<file path="src/rtl/fetch_unit.sv">
// Instruction fetch front-end: sequential PC generation, one-outstanding imem
// request, and a small PC/word FIFO toward the decoder with redirect flush.
module fetch_unit #(
  parameter logic [31:0] RESET_PC = 32'h0000_0000,
  parameter int unsigned DEPTH    = 2
) (
  input  logic        clock,
  input  logic        reset,
  output logic        imem_req,
  output logic [31:0] imem_addr,
  input  logic        imem_ack,
  input  logic [31:0] imem_rdata,
  input  logic        redirect,
  input  logic [31:0] redirect_pc,
  output logic        inst_valid,
  output logic [31:0] inst,
  output logic [31:0] inst_pc,
  input  logic        inst_ready
);

  localparam int unsigned   PW   = $clog2(DEPTH);
  localparam int unsigned   CW   = PW + 1;
  localparam logic [CW-1:0] FULL = CW'(DEPTH);

  localparam logic [1:0] S_IDLE = 2'd0;
  localparam logic [1:0] S_REQ  = 2'd1;
  localparam logic [1:0] S_KILL = 2'd2;

  logic [1:0]    state, state_next;
  logic [31:0]   fetch_pc, fetch_pc_next, kill_addr;
  logic [31:0]   target;
  logic [31:0]   fifo_pc   [DEPTH];
  logic [31:0]   fifo_word [DEPTH];
  logic [PW-1:0] rd_ptr, wr_ptr;
  logic [CW-1:0] count, count_next;
  logic          push, pop;

  assign target     = redirect_pc & 32'hFFFF_FFFC;
  assign imem_req   = (state == S_REQ) || (state == S_KILL);
  assign imem_addr  = (state == S_KILL) ? kill_addr : fetch_pc;
  assign inst_valid = (count != '0);
  assign inst       = fifo_word[rd_ptr];
  assign inst_pc    = fifo_pc[rd_ptr];

  // A redirect flushes the FIFO, so it overrides both push and pop.
  assign pop        = inst_valid && inst_ready && !redirect;
  assign push       = (state == S_REQ) && imem_ack && !redirect;
  assign count_next = redirect ? '0 : count + CW'(push) - CW'(pop);

  always_comb begin
    state_next    = state;
    fetch_pc_next = fetch_pc;
    case (state)
      S_IDLE: begin
        if (redirect) fetch_pc_next = target;
        if (count_next < FULL) state_next = S_REQ;
      end
      S_REQ: begin
        if (imem_ack) begin
          if (redirect) begin
            fetch_pc_next = target;
          end else begin
            fetch_pc_next = fetch_pc + 32'd4;
            if (!(count_next < FULL)) state_next = S_IDLE;
          end
        end else if (redirect) begin
          fetch_pc_next = target;
          state_next    = S_KILL;
        end
      end
      S_KILL: begin
        if (redirect) fetch_pc_next = target;
        if (imem_ack) state_next = S_REQ;
      end
      default: state_next = S_IDLE;
    endcase
  end

  always_ff @(posedge clock) begin
    if (!reset) begin
      state     <= S_IDLE;
      fetch_pc  <= RESET_PC;
      kill_addr <= '0;
      rd_ptr    <= '0;
      wr_ptr    <= '0;
      count     <= '0;
      for (int unsigned i = 0; i < DEPTH; i++) begin
        fifo_pc[i]   <= '0;
        fifo_word[i] <= '0;
      end
    end else begin
      state    <= state_next;
      fetch_pc <= fetch_pc_next;
      count    <= count_next;
      // The stale request keeps driving its own address until it is acked.
      if ((state == S_REQ) && !imem_ack && redirect) kill_addr <= fetch_pc;
      if (redirect) begin
        rd_ptr <= '0;
        wr_ptr <= '0;
      end else begin
        if (push) begin
          fifo_pc[wr_ptr]   <= fetch_pc;
          fifo_word[wr_ptr] <= imem_rdata;
          wr_ptr            <= wr_ptr + PW'(1);
        end
        if (pop) rd_ptr <= rd_ptr + PW'(1);
      end
    end
  end

endmodule

</file>
<file path="config.mk">
export PLATFORM = sky130hd
export DESIGN_NAME = fetch_unit
export DESIGN_NICKNAME = d
export VERILOG_FILES = /design/src/rtl/fetch_unit.sv
export SDC_FILE = /design/constraint.sdc
export NUM_CORES = 1
export LEC_CHECK = 0
export BUFFER_PORTS_ARGS = -buffer_cell sky130_fd_sc_hd__buf_4
export CAP_MARGIN = 20
export CORE_MARGIN = 2
export CORE_UTILIZATION = 51
export DETAILED_ROUTE_END_ITERATION = 10
export HOLD_SLACK_MARGIN = 0.1
export PLACE_DENSITY = 0.86
export SETUP_SLACK_MARGIN = 0.02
export SLEW_MARGIN = 20
export SYNTH_ARGS = -nofsm -noshare
export SYNTH_HDL_FRONTEND = slang
export SYNTH_SLANG_ARGS = --single-unit
</file>
<file path="constraint.sdc">
create_clock -name clock -period 6 [get_ports clock]
set_clock_uncertainty 0.15 [all_clocks]
set_input_delay 0.3 -clock clock [delete_from_list [all_inputs] [get_ports clock]]
set_output_delay 0.3 -clock clock [all_outputs]
set_load 0.01 [all_outputs]
</file>
==> results.txt <==
Netlist cell types: 68
Net Sw Frac: 26.0%
clk sinks: 199
pwr dens: 283 nW/um2
FF-to-FF path depth: 7
Relative slew margins: 25.1%
Initial Util: 51.5%
Psw: 0.883 mW
TritonCTS clock tree: built
IO Pins: 167
initial drt markers: 648
Tightest Hold Check Type: in2reg
Post-DP Area: 10800 um2
Final nets: 1113
Mean Syn Cell Area: 11.1 um2
Remaining DRCs: 0
Site Rows: 50
top cells by area, synth: edfxtp_1 (40%), dfxtp_1 (15%), mux2_2 (11%)
clock buffer count from CTS: 17
Final Setup Violations: 0
Post-synth EDFFs: 128
DIE HEIGHT: 141 um
yosys warns: 0
Min-Delay Path Depth: 4
status: finished clean
Tcrit/Tclk final: 49.4%
Critical Path RT: 6.20 ns
Area Overhead vs Synth: 26.0%
max-slew violations: 0
maxcap violations: 0
GP Congestion: 0.902
remaining antenna violation count: 0
clk_lat worst skew: 0.42 ns
design area: 12000 um2
Antenna diodes: 0
critical path class: reg2reg
Fin. Hold Viols: 0
clock share of power: 35.7%
setup tns final: 0 ns
setup ws final: 3.04 ns
GR Overflow Total: 0
R2R setup slack: 3.04 ns
Worst VDD drop: 224 uV
Overall Power: 3.40 mW
FFs w/ async S/R, synth: 0%
register area share after synthesis: 55.2%
post-CTS setup buffer count: 0
clock buffer depth: 2
Top FF cell, synth: edfxtp_1
kind of start point of the critical path: register
FF+latch count, synth: 199
vias in the first global route: 7202
clock slew at reported path FFs: 0.07 ns
crit-path max FO: 39
post-layout min period: 2.96 ns
clk root buf: clkbuf_16
drt total wl: 24.3 mm
critical path endpoint category: register
via/cell ratio: 5.76
Combinational Power Share: 16.7%
area fraction of the dominant cell type after synthesis: 40.3%
Place WS: 2.84 ns
Finished Core Util: 64.9%
Port Buffers: 164
Worst Tran Pin Value: 1.12 ns
Worst Path Arrival: 3.16 ns
die area: 19800 um2
cell area after synthesis: 9540 um2
core area: 18500 um2
die width: 141 um
RSZ-0062 raised after global routing: false
Max Fclk: 0.338 GHz
Synth Instances: 860
share of cells above drive strength 1: 30.8%
total track usage: 24.2%
first-pass GRT wire length: 37.8 mm
initial antenna violation count: 0
H-tree depth: 4
via count: 7390
sequential fraction of design power: 47.6%
largest net degree at the start of global routing: 65
Detailed Place HPWL: 14.5 mm
1st-pass router iterations: 5
total nets after synthesis: 936
WL/cell: 18.9 um
P_leak: 4.72 nW
leading area contributor after synthesis: edfxtp_1
Power Internal: 2.52 mW
[state kept, by name, summed over array words and instances (netlist names), named ones only]
| signal | count |
|---|---|
| fifo_pc | 64 |
| fifo_word | 64 |
| fetch_pc | 32 |
| kill_addr | 32 |
| count | 2 |
| state | 2 |
| rd_ptr | 1 |
| wr_ptr | 1 |
[cell usage in the layout (no fill, tap or decap), types with 3 or more instances in the layout]
cell	count
mux2i_1	8
inv_6	3
a21oi_1	45
buf_4	173
a22o_1	5
nor2_1	33
clkbuf_16	17
bufinv_16	4
or3_1	3
ha_1	6
nand2_1	101
inv_1	8
a21o_1	3
o21ai_0	23
edfxtp_1	128
nor3_1	12
nand3_1	24
o221ai_1	4
and3_1	6
and2_1	123
nand4_1	9
o211ai_1	3
o22ai_1	4
mux2_2	95
dlygate4sd3_1	56
nor4_1	5
a31oi_1	5
a22oi_1	7
a211oi_1	4
or2_2	4
dfxtp_1	70
[kinds of logic after synthesis]
logic type | count (synthesis) | share of synthesized area (%)
AO/OA/AOI/OAI | 119 | 7.87
XOR/XNOR | 5 | 0.604
adder cells (fa/ha/maj) | 7 | 0.918
buffers and inverters | 81 | 3.87
flip-flops | 199 | 55.2
multiplexers | 103 | 12.1
AND/OR/NAND/NOR | 346 | 19.5
[worst paths after layout]
path,from,to
setup / recovery,state[0],fetch_pc[26]
hold / removal,redirect_pc[15],fetch_pc[15]
hold reg to reg,kill_addr[31],kill_addr[31]
setup reg to reg,state[0],fetch_pc[26]
[worst max-delay path, stage by stage (launching register included)]
cell      delay, ns
dfxtp_1        0.39
inv_1          0.08
ha_2           0.51
nor3b_1        0.58
nand3_1        0.26
nor4_1         0.52
xnor2_1        0.16
a211oi_2       0.22
[repair_timing]
action,in CTS,in global routing
hold buffers,56,0
resized for setup,0,0
hold endpoints to repair,88,0
[area by class of cell]
cell class                 count  area [um2]
fill                        1398        6500
sequential                   199        5270
inverter                      10        37.5
clock inverter                15         199
clock buffer                  17         425
tap                          234         293
timing repair buffer         229        1860
multi-input combinational    580        3940
[power groups by stage]
stage	clock network, mW	registers [mW]	logic, mW
final	1.21	1.62	0.569
after global routing	1.29	1.63	0.610
after CTS	1.22	1.62	0.564
after detailed placement	0	1.65	0.530
after global placement	0	1.64	0.519
after floorplan	0	1.61	0.337
[cells in the mapped netlist, drive strengths merged (3+ instances only)]
| cell type | number |
|---|---|
| a211oi | 5 |
| a21o | 3 |
| a21oi | 45 |
| a22o | 5 |
| a22oi | 7 |
| a31oi | 5 |
| and2 | 125 |
| and3 | 6 |
| buf | 13 |
| clkbuf | 58 |
| dfxtp | 71 |
| edfxtp | 128 |
| ha | 7 |
| inv | 10 |
| mux2 | 95 |
| mux2i | 8 |
| nand2 | 103 |
| nand3 | 25 |
| nand4 | 10 |
| nor2 | 36 |
| nor3 | 12 |
| nor4 | 7 |
| o211ai | 3 |
| o21ai | 24 |
| o221ai | 4 |
| o22ai | 4 |
| o311ai | 3 |
| or2 | 4 |
| or3 | 3 |
| or4 | 4 |
[per-layer routing]
layer,global-route usage (%),up-vias,wire length (um)
li1,-,3407,-
met1,30.4,3574,9800
met2,41.7,360,12100
met3,5.26,49,1880
met4,8.00,0,524
met5,0,-,0
[metrics by stage]
stage	cells	hold WS (ns)
after global routing	1284	0.128
after CTS	1284	0.104
final	1284	0.122
after global placement	1196	0.288
after floorplan	860	0.283
after detailed placement	1196	0.296
No activity file was read; power rests on OpenSTA's default activity.
